<file path="config.mk">
export PLATFORM = sky130hd
export DESIGN_NAME = fifo_wr_ctrl
export DESIGN_NICKNAME = d
export VERILOG_FILES = /design/src/rtl/fifo_wr_ctrl.sv
export SDC_FILE = /design/constraint.sdc
export NUM_CORES = 1
export LEC_CHECK = 0
export ABC_CLOCK_PERIOD_IN_PS = 3200
export BUFFER_PORTS_ARGS = -buffer_cell sky130_fd_sc_hd__buf_2
export CAP_MARGIN = 20
export CORE_ASPECT_RATIO = 2
export CORE_MARGIN = 3
export CORE_UTILIZATION = 39
export CTS_CLUSTER_SIZE = 16
export DETAILED_ROUTE_END_ITERATION = 12
export GPL_TIMING_DRIVEN = 0
export PLACE_DENSITY = 0.69
export SLEW_MARGIN = 20
export SYNTH_ARGS = -nofsm -noshare
export SYNTH_HDL_FRONTEND = slang
export SYNTH_SLANG_ARGS = --single-unit
</file>
<file path="constraint.sdc">
create_clock -name w_clk -period 3.2 [get_ports w_clk]
set_input_delay 0.16 -clock w_clk [delete_from_list [all_inputs] [get_ports w_clk]]
set_output_delay 0.16 -clock w_clk [all_outputs]
set_load 0.01 [all_outputs]
</file>
<file path="src/rtl/fifo_wr_ctrl.sv">
// ============================================================================
// Module   : fifo_wr_ctrl
// Brief    : Write-side controller of an asynchronous FIFO. It keeps the
//            binary/Gray write pointers and the registered full, almost-full,
//            fill-level and overflow status.
// Revision : 1.0 - initial release
// ============================================================================
`default_nettype none

module fifo_wr_ctrl #(
    parameter int addr_width = 4,
    parameter int af_thresh  = (2**addr_width) - 2
) (
    input  logic                  w_clk,
    input  logic                  w_rst_n,
    input  logic                  w_inc,
    input  logic [addr_width:0]   rd_ptr_gray,
    output logic [addr_width-1:0] w_address,
    output logic [addr_width:0]   w_ptr_gray,
    output logic                  full_flag,
    output logic                  almost_full,
    output logic [addr_width:0]   w_level,
    output logic                  overflow
);

    localparam logic [addr_width:0] c_AF_THRESH = (addr_width+1)'(af_thresh);

    logic [addr_width:0] r_wbin;
    logic [addr_width:0] r_wgray;
    logic [addr_width:0] r_rq1;
    logic [addr_width:0] r_rq2;
    logic                r_full;
    logic                r_almost_full;
    logic                r_overflow;
    logic [addr_width:0] r_level;

    logic                w_accept;
    logic [addr_width:0] w_wbin_nxt;
    logic [addr_width:0] w_wgray_nxt;
    logic [addr_width:0] w_rbin_s;
    logic [addr_width:0] w_level_nxt;
    logic                w_full_nxt;

    // Full is judged on the registered flag so the accept path never loops.
    assign w_accept    = w_inc && !r_full;
    assign w_wbin_nxt  = r_wbin + {{addr_width{1'b0}}, w_accept};
    assign w_wgray_nxt = w_wbin_nxt ^ (w_wbin_nxt >> 1);

    // Each binary bit is the XOR of all Gray bits at or above it.
    for (genvar i = 0; i <= addr_width; i++) begin : g_gray2bin
        assign w_rbin_s[i] = ^r_rq2[addr_width:i];
    end

    assign w_level_nxt = w_wbin_nxt - w_rbin_s;
    assign w_full_nxt  = (w_wgray_nxt == {~r_rq2[addr_width:addr_width-1],
                                           r_rq2[addr_width-2:0]});

    always_ff @(posedge w_clk or negedge w_rst_n) begin
        if (!w_rst_n) begin
            r_rq1 <= '0;
            r_rq2 <= '0;
        end else begin
            r_rq1 <= rd_ptr_gray;
            r_rq2 <= r_rq1;
        end
    end

    always_ff @(posedge w_clk or negedge w_rst_n) begin
        if (!w_rst_n) begin
            r_wbin        <= '0;
            r_wgray       <= '0;
            r_full        <= 1'b0;
            r_almost_full <= 1'b0;
            r_overflow    <= 1'b0;
            r_level       <= '0;
        end else begin
            r_wbin        <= w_wbin_nxt;
            r_wgray       <= w_wgray_nxt;
            r_full        <= w_full_nxt;
            r_almost_full <= (w_level_nxt >= c_AF_THRESH);
            r_overflow    <= w_inc && r_full;
            r_level       <= w_level_nxt;
        end
    end

    assign w_address   = r_wbin[addr_width-1:0];
    assign w_ptr_gray  = r_wgray;
    assign full_flag   = r_full;
    assign almost_full = r_almost_full;
    assign w_level     = r_level;
    assign overflow    = r_overflow;

endmodule

`default_nettype wire

</file>
# After elaboration in Yosys (flattened, before gate mapping)
# Index checks and enable logic that the tools add are counted.
[classes] reduce_logical=7 n_bitwise=2 magnitude_cmp=1 addsub=2 eq_ne=1
[ops] cell="$add 5x1->5" count=1
[ops] cell="$eq 5x5->1" count=1
[ops] cell="$ge 5x4->1 const B" count=1
[ops] cell="$reduce_xor 5->1" count=1
[ops] cell="$sub 5x5->5" count=1
[ops] cell="$xor 5x4->5" count=1
[ops] cell="$reduce_xor 4->1" count=1
[ops] cell="$reduce_xor 3->1" count=1
[ops] cell="$logic_and 1x1->1" count=2
[ops] cell="$not 2->2" count=1
[ops] cell="$reduce_xor 2->1" count=1
[ops] cell="$logic_not 1->1" count=1
[word_totals] register_bits=28 out_inout_bits=17 input_bits=8

# Logic depth before layout (Yosys ltp)
# Gate-level depths: netlist of the first run.
[logic_depth] ltp_word=5 ltp_mapped=10

# Worst setup path before layout of the first run
# Ideal clock, no wire load.
[synth_timing] kind="flip-flop to flip-flop" startpoint="register r_rq2[4]" endpoint="register r_almost_full (netlist: almost_full)" t_arrival_ps=2487 setup_slack_ps=594 stages_incl_launch_ff=11 period_less_slack_ps=2606 n_path_buf=1 setup_ps=120 cell_sequence="dfrtp_1 -> buf_2 -> xnor3_2 -> xor2_1 -> xnor2_1 -> ha_1 -> fa_1 -> or2b_1 -> o21ai_2 -> xnor2_1 -> a31o_1"
[synth_via] elab_chain_len=3 word_cells_on_any_way=6
[synth_rtl] item="start: declaration" line="31" text="logic [addr_width:0] r_rq2;"
[synth_rtl] item="start signal: assignment" line="64" text="r_rq2 <= r_rq1;"
[synth_rtl] item="$reduce_xor 5->1 (tied with other cells)" line="51" text="assign w_rbin_s[i] = ^r_rq2[addr_width:i];"
[synth_rtl] item="$sub 5x5->5 (*)" line="54" text="assign w_level_nxt = w_wbin_nxt - w_rbin_s;"
[synth_rtl] item="via w_level_nxt[4]" line="41" text="logic [addr_width:0] w_level_nxt;"
[synth_rtl] item="$ge 5x4->1 (*)" line="80" text="r_almost_full <= (w_level_nxt >= c_AF_THRESH);"
[synth_rtl] item="end signal: assignment" line="80"
[synth_rtl] item="end: declaration" line="33" text="logic r_almost_full;"
# Mark *: on every way through the listed nets, which the timed path passes. The rest lies on a longest branch.

# Final worst setup path of the first run
# Ends and elaborated chain as after synthesis.

==> results of run 1 <==
-- worst reg2reg max path: stages (launching register included) --
cell and delay [ns]:
dfrtp_1 0.34, buf_2 0.17, xnor3_2 0.49, xor2_1 0.29, xnor2_1 0.11, ha_1 0.22, fa_1 0.44, or2b_1 0.25
o21ai_2 0.12, xnor2_1 0.10, a31o_1 0.19
-- kinds of logic after synthesis --
group	after synthesis
buffers and inverters	7
xor gates and xnor gates	21
AOI/OAI and AO/OA	8
DFF	27
and+or+nand+nor	13
adders and majority gates	6
-- path summary, 6_finish.rpt --
kind / end / depth (start not counted) / from
worst max-delay path: almost_full$_DFF_PN0_ / 10 / r_rq2[4]$_DFF_PN0_
worst min-delay path: overflow$_DFF_PN0_ / 2 / w_inc
worst max register to register: almost_full$_DFF_PN0_ / 10 / r_rq2[4]$_DFF_PN0_
worst min register to register: r_rq2[4]$_DFF_PN0_ / 0 / r_rq1[4]$_DFF_PN0_
max in group asynchronous: r_rq2[0]$_DFF_PN0_ / 2 / w_rst_n
min in group asynchronous: r_wbin[4]$_DFF_PN0_ / 2 / w_rst_n
-- where the power goes --
| part | leakage [nW] | total [mW] | internal [mW] | switching [mW] |
|---|---|---|---|---|
| Clock | 0.0255 | 0.186 | 0.0870 | 0.0987 |
| Combinational | 0.338 | 0.793 | 0.362 | 0.430 |
| Sequential | 0.320 | 0.521 | 0.464 | 0.0577 |
| Total | 0.683 | 1.50 | 0.913 | 0.587 |
-- registers in the layout, indices dropped and copies added (netlist names) --
name	cells
almost_full	1
r_wbin	5
r_rq2	5
r_rq1	5
full_flag	1
overflow	1
w_level	5
w_ptr_gray	4
-- metrics by stage --
| stage | util (%) | instance area (um^2) | total power, mW | setup WS [ns] | cells |
|---|---|---|---|---|---|
| after floorplan | - | 1170 | 1.12 | 0.594 | 82 |
| after global placement | 47.4 | 1330 | 1.32 | 0.426 | 135 |
| after detailed placement | 47.4 | 1330 | 1.34 | 0.376 | 135 |
| after CTS | 51.2 | 1440 | 1.54 | 0.349 | 145 |
| after global routing | 51.2 | 1440 | 1.62 | 0.204 | 145 |
| final | 51.2 | 1440 | 1.50 | 0.392 | 145 |
-- cell type report --
type	instances	area (um^2)
tap	29	36.3
inverter	6	22.5
fill	251	1370
timing repair buffer	30	180
clock inverter	1	5.00
sequential	27	676
multi-input combinational	48	470
buffer	1	5.00
clock buffer	3	41.3
-- layer usage --
metal	global-route usage (%)	vias to the layer above
li1	-	335
met5	0	-
met1	9.62	337
met2	22.1	11
met3	1.94	2
met4	6.40	0
-- placed cells by master (no fill, tap or decap), drive strengths merged, types with 3 or more instances in the layout --
cell and n:
buf 25, xor2 7, dfrtp 27, dlygate4sd3 6, ha 5, xnor2 13, nand3 4, inv 6
clkbuf 3
==> impl_metrics.json, run 1 <==
{
  "outcome": "finished clean",
  "drv_slew": 0,
  "layout-drive-gt1-share_pct": 31.9,
  "criticalPathCategory": "reg2reg",
  "wl_per_cell_um": 12.6,
  "syn_inst": 82,
  "ios": 25,
  "cts_setup_buffers": 0,
  "required_ns": 3.36,
  "port_buffers": 24,
  "wl_met2_mm": 1.14,
  "synth_top_family_by_area": "XOR/XNOR gates",
  "start_util_pct": 41.9,
  "hold_path_class": "in2reg",
  "synth_edf_count": 0,
  "cts_hold_buffers": 6,
  "setup_viol": 0,
  "synth_cell_types": 25,
  "wl_mm": 1.83,
  "whs_ns": 0.125,
  "synthesis.area_mm2": 0.00117,
  "yosysMostFrequentCell": "dfrtp_1",
  "rrSetupSlack_ns": 0.39,
  "synthArstFlopShare_pct": 100,
  "drt_iter0_markers": 12,
  "via_per_inst": 4.72,
  "grt_pass1_wl_mm": 3.15,
  "synth-seq-cells": 27,
  "cts-buffers-inserted": 3,
  "grt_pass1_vias": 755,
  "wirelength_met1_um": 604,
  "overflow": 0,
  "synth_xor_area_share_pct": 20.5,
  "finalCriticalPeriod_ns": 2.81,
  "synth_common_cells": "27 x dfrtp_1, 11 x xnor2_1, 6 x inv_1",
  "cp.arrival_ns": 2.97,
  "dieArea_mm2": 0.00374,
  "die_y_um": 83.6,
  "finalClockSkew_ns": 0.00654,
  "area_growth_pct": 22.4,
  "nNetsFinal": 131,
  "core_area_mm2": 0.00280,
  "htree_num_levels": 1,
  "path_max_fanout": 7,
  "fin_tns_setup_ns": 0,
  "synthSimpleGateAreaFrac_pct": 7.04,
  "diodes": 0,
  "hold_viol_final": 0,
  "drt_pre_antenna_iters": 4,
  "fmax_ghz": 0.356,
  "cts_tree": "built",
  "chipWidth_um": 44.8,
  "critPathLaunchType": "flip-flop",
  "worst_pin_slew_ns": 0.576,
  "drcViolationCount": 0,
  "leakagePower_nw": 0.683,
  "synth_top_area_share_pct": 57.6,
  "rsz0062_at_grt": "no",
  "top_layer": "met4",
  "post-dp-hpwl_mm": 1.44,
  "synth_top_area_cell": "dfrtp_1",
  "synth.mux.area_fraction_pct": 0,
  "end_kind": "flip-flop",
  "vdd_drop_max_uv": 449,
  "cts.repair.resized": 0,
  "relSlewSlack_pct": 61.6,
  "timing.final.crit_share_pct": 87.7,
  "path_common_cell": "xnor2_1",
  "critPathMaxStageDelay_ns": 0.49,
  "worstSkewPairLatency_ns": 0.27,
  "gp_congestion": 0.724,
  "vias": 685,
  "clock-root-buffer": "clkbuf_8",
  "cp_num_buf_inv": 1,
  "drv_cap": 0,
  "crit_path_top_delay_cell": "xnor3_2",
  "clkSinkCount": 27,
  "antenna_found_initial": 0,
  "synth_flop_cell": "dfrtp_1",
  "avgSynthCellArea_um2": 14.3,
  "grt_max_degree": 28,
  "synth_compound_area_share_pct": 5.54,
  "path_clk_slew_ns": 0.09,
  "ys_warn_count": 0,
  "synth_seq_area_share_pct": 57.6,
  "wl_met3_um": 58,
  "synth.area.top_cells": "dfrtp_1 58%, xnor2_1 8.2%, ha_1 5.3%, xor2_1 3.7%, xnor2_2 2.8%",
  "rows": 27,
  "syn_nets": 96,
  "grt_use_total_pct": 11.4,
  "cp_cell_sequence": "buf_2, xnor3_2, xor2_1, xnor2_1, ha_1, fa_1, or2b_1, o21ai_2, xnor2_1, a31o_1",
  "synthAdderAreaFrac_pct": 7.04,
  "p_per_area_mw_per_mm2": 1040,
  "cp_top_family": "XOR/XNOR gates",
  "clockBufferDepth": 2,
  "ant_nets": 0
}
Power figures use the tool's default switching activity.
==> run 2: changes to the inputs <==
Settings changed: BUFFER_PORTS_ARGS -buffer_cell sky130_fd_sc_hd__buf_2 to default, DONT_BUFFER_PORTS from default to 1, PLACE_DENSITY 0.69 to 0.62.
==> run 2 against run 1 <==
Effect of this change:
- clock power is 2% lower
- largest cell class unchanged
- maximum frequency grew 1.6%
- final area shrank 7.0%
- non-clock buffer count decreased by 23
- first-iteration DRC count is 75% lower
- register-to-register slack improved by 0.05 ns
- clock-buffer cell count unchanged
- via count is 11% lower
- die area did not move
- utilization is 3.6 points lower
- total power fell by 6.2%
- sequential share of layout area rose by 3.5 points
==> impl_metrics.json, run 2 (synthesis gave the netlist of run 1 again) <==
{
  "leakagePower_nw": 0.594,
  "layoutNonFillerInstCount": 122,
  "diodes": 0,
  "cts_setup_buffers": 0,
  "vias": 607,
  "die_y_um": 83.6,
  "p_per_area_mw_per_mm2": 1050,
  "overflow": 0,
  "drcViolationCount": 0,
  "layout_common_cells": "27 x dfrtp_1, 11 x xnor2_1, 6 x inv_1, 6 x dlygate4sd3_1",
  "finalCriticalPeriod_ns": 2.76,
  "placed_cells": 111,
  "ant_nets": 0,
  "outcome": "finished clean",
  "drt_iter0_markers": 3,
  "fmax_ghz": 0.362,
  "clkSinkCount": 27,
  "rsz0062_at_grt": "no",
  "fin_tns_setup_ns": 0,
  "start_util_pct": 41.9,
  "timing.final.crit_share_pct": 86.3,
  "wl_mm": 1.66,
  "whs_ns": 0.0238,
  "cp.arrival_ns": 2.92,
  "gp_congestion": 0.699,
  "layout-drive-gt1-share_pct": 15.1,
  "grt_pass1_wl_mm": 2.86,
  "place_ws_ns": 0.403,
  "hold_path_class": "in2reg",
  "nNetsFinal": 108,
  "wl_per_cell_um": 13.6,
  "port_buffers": 0,
  "clock-root-buffer": "clkbuf_8",
  "ios": 25,
  "area_growth_pct": 13.9,
  "grt_use_total_pct": 10.3,
  "worstSkewPairLatency_ns": 0.26,
  "relSlewSlack_pct": 66.8,
  "rows": 27,
  "antenna_found_initial": 0,
  "drv_slew": 0,
  "required_ns": 3.36,
  "core_area_mm2": 0.00280,
  "path_max_fanout": 7,
  "fin_ws_ns": 0.438,
  "grt_util_met3_pct": 1.94,
  "criticalPathCategory": "reg2reg",
  "grt_pass1_vias": 621,
  "cts_tree": "built",
  "path_clk_slew_ns": 0.08,
  "drv_cap": 0,
  "rrSetupSlack_ns": 0.44,
  "worst_pin_slew_ns": 0.497,
  "drt_pre_antenna_iters": 4,
  "grt-busiest-layer": "met2",
  "use_met2_pct": 18.6,
  "dieArea_mm2": 0.00374,
  "layout_commonest_cell": "dfrtp_1",
  "end_kind": "flip-flop",
  "clockBufferDepth": 2,
  "setup_viol": 0,
  "cts-buffers-inserted": 3,
  "critPathLaunchType": "flip-flop",
  "rr_worst_depth": 10,
  "post-dp-hpwl_mm": 1.30,
  "vdd_drop_max_uv": 386,
  "hold_viol_final": 0,
  "chipWidth_um": 44.8,
  "min_path_cells": 1,
  "finalClockSkew_ns": 0.00171,
  "htree_num_levels": 1,
  "grt_use_met1_pct": 10.1,
  "grt_max_degree": 28,
  "via_per_inst": 4.98
}
## run 2: cell count changes in the layout (fill, tap and decap cells not counted), sizes merged
cell / delta
buf: -23
## run 2: path summary, 6_finish.rpt
| path | startpoint | to |
|---|---|---|
| worst max-delay path | r_rq2[4]$_DFF_PN0_ | almost_full$_DFF_PN0_ |
| worst min-delay path | w_inc | overflow$_DFF_PN0_ |
| worst max register to register | r_rq2[4]$_DFF_PN0_ | almost_full$_DFF_PN0_ |
| worst min register to register | r_rq1[4]$_DFF_PN0_ | r_rq2[4]$_DFF_PN0_ |
| max in group asynchronous | w_rst_n | r_rq1[2]$_DFF_PN0_ |
| min in group asynchronous | w_rst_n | w_ptr_gray[1]$_DFF_PN0_ |
## run 2: routing by layer
layer	vias to the layer above	part of all wire, %	wire [um]
met5	-	0	0
met2	15	62	1030
met3	2	3.5	58
met4	0	1.4	23
met1	304	33	548
li1	286	-	-
## run 2: worst max-delay path: stages (launching register included)
cell     delay (ns)
dfrtp_1        0.32
buf_2          0.17
xnor3_2        0.49
xor2_1         0.27
xnor2_1        0.10
ha_1           0.21
fa_1           0.43
or2b_1         0.26
o21ai_2        0.12
xnor2_1        0.10
a31o_1         0.18
## run 2: metrics by stage
step	area (um^2)	utilization, %	power [mW]
global placement	1210	43.2	1.22
CTS	1340	47.7	1.44
detailed placement	1210	43.2	1.24
floorplan	1170	-	1.12
finish	1340	47.7	1.41
global route	1340	47.7	1.53
## run 2: cell type report
type / instances / area (um^2)
Buffer: 1 / 5.00
Clock buffer: 3 / 41.3
Clock inverter: 1 / 5.00
Fill cell: 242 / 1470
Inverter: 6 / 22.5
Multi-Input combinational cell: 48 / 470
Sequential cell: 27 / 676
Tap cell: 29 / 36.3
Timing Repair Buffer: 7 / 80.1
## run 2: power breakdown
| part | internal (mW) | switching, mW |
|---|---|---|
| sequential | 0.466 | 0.124 |
| combinational | 0.296 | 0.339 |
| clock | 0.0869 | 0.0953 |
| total | 0.848 | 0.558 |
## run 2: what timing repair did
action / CTS / global route
resized for setup: 0 / 0
hold buffers: 7 / 0
hold endpoints to repair: 32 / 0
